<file path="src/rtl/ctrl_hazard_pipe.sv">
// Purpose : hazard unit for the five-stage core. It tracks {we, A3, Tnew} of the E/M/W instructions and drives stall and forwarding selects.
// Latency : stall and all forwarding selects are combinational from the D inputs and the stage records (0 cycles); records advance every clock.
// Backpressure: stall=1 freezes PC and F/D upstream and puts a bubble into E. No other flow control is involved.
//
// Ports:
//   clk, reset                  clock; synchronous active-high reset clears every stage record
//   D_rs, D_rt, D_Tuse_rs/rt    D-stage source indices and their use deadlines (3 = operand unused)
//   D_GRFWrite, D_A3, D_Tnew    D-stage destination record
//   stall                       freeze request for F/D
//   D_fwd_rs/rt, E_fwd_rs/rt    forwarding selects: 0 = own register, 1 = M result, 2 = W result
//   stall_cnt                   count of stall cycles (HAZARD_STALL_COUNT_EN); tied to 0 otherwise
//
// Build option: define HAZARD_STALL_COUNT_EN to build the stall counter.

module ctrl_hazard_pipe #(
  parameter int REG_W = 5,
  parameter int CNT_W = 32
) (
  input  logic             clk,
  input  logic             reset,
  input  logic [REG_W-1:0] D_rs,
  input  logic [REG_W-1:0] D_rt,
  input  logic [1:0]       D_Tuse_rs,
  input  logic [1:0]       D_Tuse_rt,
  input  logic             D_GRFWrite,
  input  logic [REG_W-1:0] D_A3,
  input  logic [1:0]       D_Tnew,
  output logic             stall,
  output logic [1:0]       D_fwd_rs,
  output logic [1:0]       D_fwd_rt,
  output logic [1:0]       E_fwd_rs,
  output logic [1:0]       E_fwd_rt,
  output logic [CNT_W-1:0] stall_cnt
);

  typedef struct packed {
    logic             we;
    logic [REG_W-1:0] a3;
    logic [1:0]       tnew;
  } rec_t;

  rec_t             e_rec, m_rec, w_rec;
  logic [REG_W-1:0] e_rs, e_rt;
  rec_t             d_rec;

  // Writes to $0 are folded into we=0 here, so no later comparison has to
  // special-case register 0 on the destination side.
  always_comb begin
    d_rec      = '0;
    d_rec.we   = D_GRFWrite && (D_A3 != '0);
    d_rec.a3   = D_A3;
    d_rec.tnew = D_Tnew;
  end

  function automatic logic [1:0] dec_sat(input logic [1:0] t);
    return (t == 2'd0) ? 2'd0 : t - 2'd1;
  endfunction

  // Operand needs a value that no stage can supply in time.
  function automatic logic op_stall(input logic [REG_W-1:0] idx,
                                    input logic [1:0]       tuse,
                                    input rec_t             e,
                                    input rec_t             m);
    logic hit;
    hit = 1'b0;
    if (tuse != 2'd3 && idx != '0) begin
      if (e.we && e.a3 == idx && e.tnew > tuse) hit = 1'b1;
      if (m.we && m.a3 == idx && m.tnew > tuse) hit = 1'b1;
    end
    return hit;
  endfunction

  // M is checked first: it carries the younger of two writes to the same register.
  // M only qualifies once its result actually exists (Tnew == 0).
  function automatic logic [1:0] fwd_sel(input logic [REG_W-1:0] idx,
                                         input rec_t             m,
                                         input rec_t             w);
    logic [1:0] sel;
    sel = 2'd0;
    if (m.we && m.a3 == idx && m.tnew == 2'd0) sel = 2'd1;
    else if (w.we && w.a3 == idx)              sel = 2'd2;
    return sel;
  endfunction

  always_comb begin
    stall    = op_stall(D_rs, D_Tuse_rs, e_rec, m_rec) ||
               op_stall(D_rt, D_Tuse_rt, e_rec, m_rec);
    // The E record is deliberately not a D-stage source: an E match either
    // stalls or reaches M with Tnew == 0 one cycle later.
    D_fwd_rs = fwd_sel(D_rs, m_rec, w_rec);
    D_fwd_rt = fwd_sel(D_rt, m_rec, w_rec);
    E_fwd_rs = fwd_sel(e_rs, m_rec, w_rec);
    E_fwd_rt = fwd_sel(e_rt, m_rec, w_rec);
  end

  always_ff @(posedge clk) begin
    if (reset) begin
      e_rec <= '0;
      m_rec <= '0;
      w_rec <= '0;
      e_rs  <= '0;
      e_rt  <= '0;
    end else begin
      w_rec      <= m_rec;
      w_rec.tnew <= dec_sat(m_rec.tnew);
      m_rec      <= e_rec;
      m_rec.tnew <= dec_sat(e_rec.tnew);
      if (stall) begin
        e_rec <= '0;
        e_rs  <= '0;
        e_rt  <= '0;
      end else begin
        e_rec <= d_rec;
        e_rs  <= D_rs;
        e_rt  <= D_rt;
      end
    end
  end

`ifdef HAZARD_STALL_COUNT_EN
  logic [CNT_W-1:0] cnt_q;

  always_ff @(posedge clk) begin
    if (reset)      cnt_q <= '0;
    else if (stall) cnt_q <= cnt_q + CNT_W'(1);
  end

  assign stall_cnt = cnt_q;
`else
  assign stall_cnt = '0;
`endif

endmodule

</file>
<file path="config.mk">
export PLATFORM = sky130hd
export DESIGN_NAME = ctrl_hazard_pipe
export DESIGN_NICKNAME = d
export VERILOG_FILES = /design/src/rtl/ctrl_hazard_pipe.sv
export SDC_FILE = /design/constraint.sdc
export NUM_CORES = 1
export LEC_CHECK = 0
export ABC_AREA = 1
export CAP_MARGIN = 20
export CORE_MARGIN = 4
export CORE_UTILIZATION = 35
export CTS_CLUSTER_DIAMETER = 50
export DETAILED_ROUTE_END_ITERATION = 10
export PLACE_DENSITY_LB_ADDON = 0.05
export SYNTH_ARGS = -nofsm -noshare
export SYNTH_HDL_FRONTEND = slang
export SYNTH_SLANG_ARGS = --single-unit
export TNS_END_PERCENT = 50
</file>
<file path="constraint.sdc">
create_clock -name clk -period 4.3 [get_ports clk]
set_input_delay 0.86 -clock clk [delete_from_list [all_inputs] [get_ports clk]]
set_output_delay 0.86 -clock clk [all_outputs]
set_load 0.05 [all_outputs]
</file>
=== Word level (Yosys, flattened, before mapping) ===
Index checks and enable logic that the tools add are counted.

* Add/sub/neg operators: 1
* $lt $le $gt $ge: 4
* Eq/ne operators: 12
* Muxes and demuxes: 14
* Reduce and logical (&&, ||, !) cells: 29

{| class="wikitable"
|+ Operators with widths
! operator !! count
|-
| $eq A5 B5 Y1 || 10
|-
| $logic_and A1 B1 Y1 || 21
|-
| $mux W2 || 8
|-
| $reduce_bool A5 Y1 || 3
|-
| $gt A2 B2 Y1 || 4
|-
| $mux W1 || 6
|-
| $logic_not A2 Y1 || 2
|-
| $ne A2 B2 Y1 const B || 2
|-
| $reduce_or A2 Y1 || 2
|-
| $sub A2 B1 Y2 const B || 1
|-
| $logic_or A1 B1 Y1 || 1
|}

* Bits in registers: 32
* Word-level logic and storage cells: 70

=== Longest topological paths before layout ===
* Word-level depth: 8
* Depth in mapped cells: 13
* Gate-level depth less buffers: 12

=== Worst setup path before layout ===
Ideal clock, no wire load.

* Path kind: reg2out
* Start: register m_rec[4] in the netlist's numbering
* End: output port E_fwd_rt[1]
* Arrival time: 2.865 ns
* Data required time: 3.440 ns
* Path slack: 0.575 ns
* Cell stages (with the launch flop): 6
* Buffers on the path: 0
* Cells stage by stage: dfxtp_1 > inv_1 > nand2_1 > nand4_1 > nor4_1 > nor3_1

* Cells in the longest elaborated chain, start to end: 4

{| class="wikitable"
|+ Ends and longest elaborated chain
! what !! RTL line !! text
|-
| start, declared || 42 || <nowiki>rec_t e_rec, m_rec, w_rec;</nowiki>
|-
| start signal, assigned || 106 || <nowiki>m_rec <= e_rec;</nowiki>
|-
| $eq A5 B5 Y1 || 80 || <nowiki>if (m.we && m.a3 == idx && m.tnew == 2'd0) sel = 2'd1;</nowiki>
|-
| $logic_and A1 B1 Y1 (2 in series) || 80 ||
|-
| $mux W2 || 80 ||
|-
| end, declared || 32 || <nowiki>output logic [1:0] E_fwd_rt,</nowiki>
|}

Every way passes these cells.

=== Worst setup path after layout ===
* Start: input port D_rs[4]
* End: output port D_fwd_rs[1]

* Cells in the longest elaborated chain, start to end: 4
* Elaborated cells between the ends (all ways): 7
* Classes of those cells: eq/ne: 2; mux: 2; reduce/logical: 3

{| class="wikitable"
|+ Ends and longest elaborated chain
! what !! RTL line !! text
|-
| start, declared || 21 || <nowiki>input logic [REG_W-1:0] D_rs,</nowiki>
|-
| $eq A5 B5 Y1, on equally long branches || 81, 80 ||
|-
| $logic_and A1 B1 Y1, on equally long branches || 81, 80 ||
|-
| $mux W2 / $logic_and A1 B1 Y1 (equally long branches) || 81, 80 ||
|-
| $mux W2 (*) || 80 ||
|-
| end, declared || 29 || <nowiki>output logic [1:0] D_fwd_rs,</nowiki>
|}

Every way passes the cells marked *; elsewhere a longest branch is shown, timed or not.

==> reports/qor.csv <==
metric,value,unit
CTS hold repair buffers,0,
vias per std cell,4.465,
WHS Endpoint,m_rec[0]$_SDFF_PP0_,
Worst Hold Path Cells,1,
Clock Skew,5.353,ps
Die Y,85.48,microns
Slew @ Worst Pin,677.2,ps
max-cap violations,0,
largest net degree at the start of global routing,19,
width of the die,85.48,microns
Ports,65,
Avg Inst Size Synth,6.733,sq um
Remaining DRCs,0,
sequential area share after synthesis,30.49,%
gpl congestion,0.9143,
Total Routed Length,5.522,mm
origin of the critical flop-to-flop path,e_rec[0]$_SDFF_PP0_,
Tmin final,3872,ps
Clock Tree Buf Depth,2,
GRT Util Overall,15.42,%
vias in the first global route,1731,
CTS resizes,0,
Switching Fraction,34.20,%
First DRT Iteration DRCs,85,
Peak VDD IR,168.4,uV
First-pass DRT Iterations,4,
CTS Buf Count,5,
full die area,7306,sq um
sequential share of power,45.1,%
WL/cell,13.18,microns
R2R cell count,10,
Final #Nets,380,
cell leakage power,0.001171,uW
detailed-route via count,1871,
crit path DAT,3010,ps
Pwr per Cell Area,295.8,nW/um^2
Core ar.,5675,sq um
hold_sp,e_rec[0]$_SDFF_PP0_,
I/O Buffers,32,
fin util,43.01,%
crit path kind,primary input to output port,
Inserted Diodes,0,
Setup Viol. Count Final,0,
Final Cycle Share,90.05,%
layout cells sized above 1,5.187,%
Crit Path Max Fanout,5,
RSZ-0062 raised after global routing,false,
Unique masters post-synth,28,
area grow syn2layout,16.20,%
CTS tree,built,
Worst R2R End,e_rs[4]$_SDFF_PP0_,
CTS root buf,clkbuf_8,
final antenna-violating net count,0,
Overflow after GRT,0,
Required @ worst endpoint,3440,ps
clock latency on the worst-skew pair,280,ps
Post-CTS Setup Inserts,0,
post-DP HPWL,4.627,mm
first-pass GRT wire length,8.562,mm
H-tree Lvls,2,
hold slack,426.4,ps
Clock Pin Slew Worst Setup and Hold Paths,60,ps
crit path capture type,output port,
Slew HR,54.71,%
synthesis-stage register bit count,32,
YS warnings,0,
Worst Setup Start Kind,primary input,
Starting Density,37.01,%
final slew viol count,0,
Fin. Hold Viols,0,
status,completed,
Post-Syn Area,2101,sq um
Clock power frac,29.2,%
initial antenna violation count,0,
Int Pwr,475.0,uW
net switching power,246.9,uW
Highest Clock Rate,258.3,MHz
setup_tns,0,ps
FP Rows,27,
worst min-delay path class,flip-flop to flip-flop,
Sink Count,32,
Logic pwr share,25.7,%
R2R Setup Slk,2690,ps
Syn Inst Count,312,
worst max-delay path: stages:
cell	delay, ps
clkdlybuf4s50_1	600
inv_1	110
nand2_1	70
nand2_1	70
nand2_1	70
nor2_1	50
nand2_1	50
nor2_1	60
nor3_1	220
clkdlybuf4s50_1	850
synthesized netlist by cell type (all sizes together):
| cell type | n | area (sq um) |
|---|---|---|
| a21oi | 8 | 40.04 |
| a22oi | 1 | 7.510 |
| buf | 33 | 251.5 |
| clkbuf | 2 | 7.510 |
| conb | 1 | 3.750 |
| dfxtp | 32 | 640.6 |
| ha | 9 | 112.6 |
| inv | 54 | 202.7 |
| nand2 | 62 | 237.7 |
| nand3 | 9 | 57.56 |
| nand4 | 7 | 43.79 |
| nor2 | 46 | 175.2 |
| nor3 | 7 | 40.04 |
| nor4 | 2 | 12.51 |
| o2111ai | 2 | 17.52 |
| o211ai | 2 | 15.01 |
| o21ai | 14 | 70.07 |
| o21bai | 1 | 7.510 |
| o22ai | 6 | 37.54 |
| or2 | 1 | 6.260 |
| xnor2 | 6 | 52.55 |
| xor2 | 7 | 61.31 |
through the flow:
step	std cells	cell area, sq um	total power (uW)	setup WS, ps
after detailed placement	412	2364	516.9	458.9
final	419	2441	722.0	428.0
after global routing	419	2441	763.0	211.4
after floorplan	343	2217	485.8	575.3
after global placement	412	2364	518.6	435.6
after CTS	419	2441	729.8	445.3
cell usage in the layout (no fill, tap or decap), types with 6 or more instances in the layout:
master            n
nand2_1          60
xnor2_1           6
a21oi_1           8
o22ai_1           6
nor2_1           45
inv_1            50
o21ai_0          14
dfxtp_1          32
nand4_1           7
conb_1           32
ha_1              9
nor3_1            6
xor2_1            7
nand3_1           8
clkdlybuf4s50_1  30
power by group through the flow:
stage	clock network [uW]	logic [uW]	registers, uW
after detailed placement	0	185	332
after floorplan	0	159	327
after global routing	233	202	328
after global placement	0	187	332
after CTS	219	186	325
final	211	186	325
layout make-up:
class                           count  area (sq um)
Fill cell                         638          3234
Multi-Input combinational cell    222          1115
Sequential cell                    32         640.6
Timing Repair Buffer               32         315.3
Inverter                           54         202.7
Tap cell                           72         90.09
Clock buffer                        6         72.57
Clock inverter                      1         5.005
state kept, by name (all words and copies together) (netlist names):
register,flops
e_rec,8
m_rec,8
w_rec,6
e_rs,5
e_rt,5
logic make-up (layout without fill, tap and decap cells):
family,Yosys count,in the layout,synth area share (%)
compound gates,34,34,9.292
xor+xnor,13,13,5.420
fa+ha+maj,9,9,5.360
buf+inv,89,93,21.98
flops,32,32,30.49
other cells,1,32,0.1785
simple gates,134,134,27.28
how the worst max path moves through the flow:
stage	from	to	slack (ps)	depth (start not counted)
floorplan	m_rec[4]$_SDFF_PP0_	E_fwd_rt[1]	580	5
global placement	D_rt[4]	D_fwd_rt[1]	440	10
detailed placement	D_rt[4]	D_fwd_rt[1]	460	10
CTS	D_rt[4]	D_fwd_rt[1]	450	10
global route	D_rs[4]	D_fwd_rs[1]	210	10
finish	D_rs[4]	D_fwd_rs[1]	430	10
layer usage:
layer  routed length (microns)  global-route usage (%)  up-vias
li1                          -                       -      977
met1                      2435                   18.89      817
met2                      2592                   25.21       62
met3                       355                   4.078       15
met4                       139                   6.906        0
met5                         0                       0        -
Power figures use the tool's default switching activity.
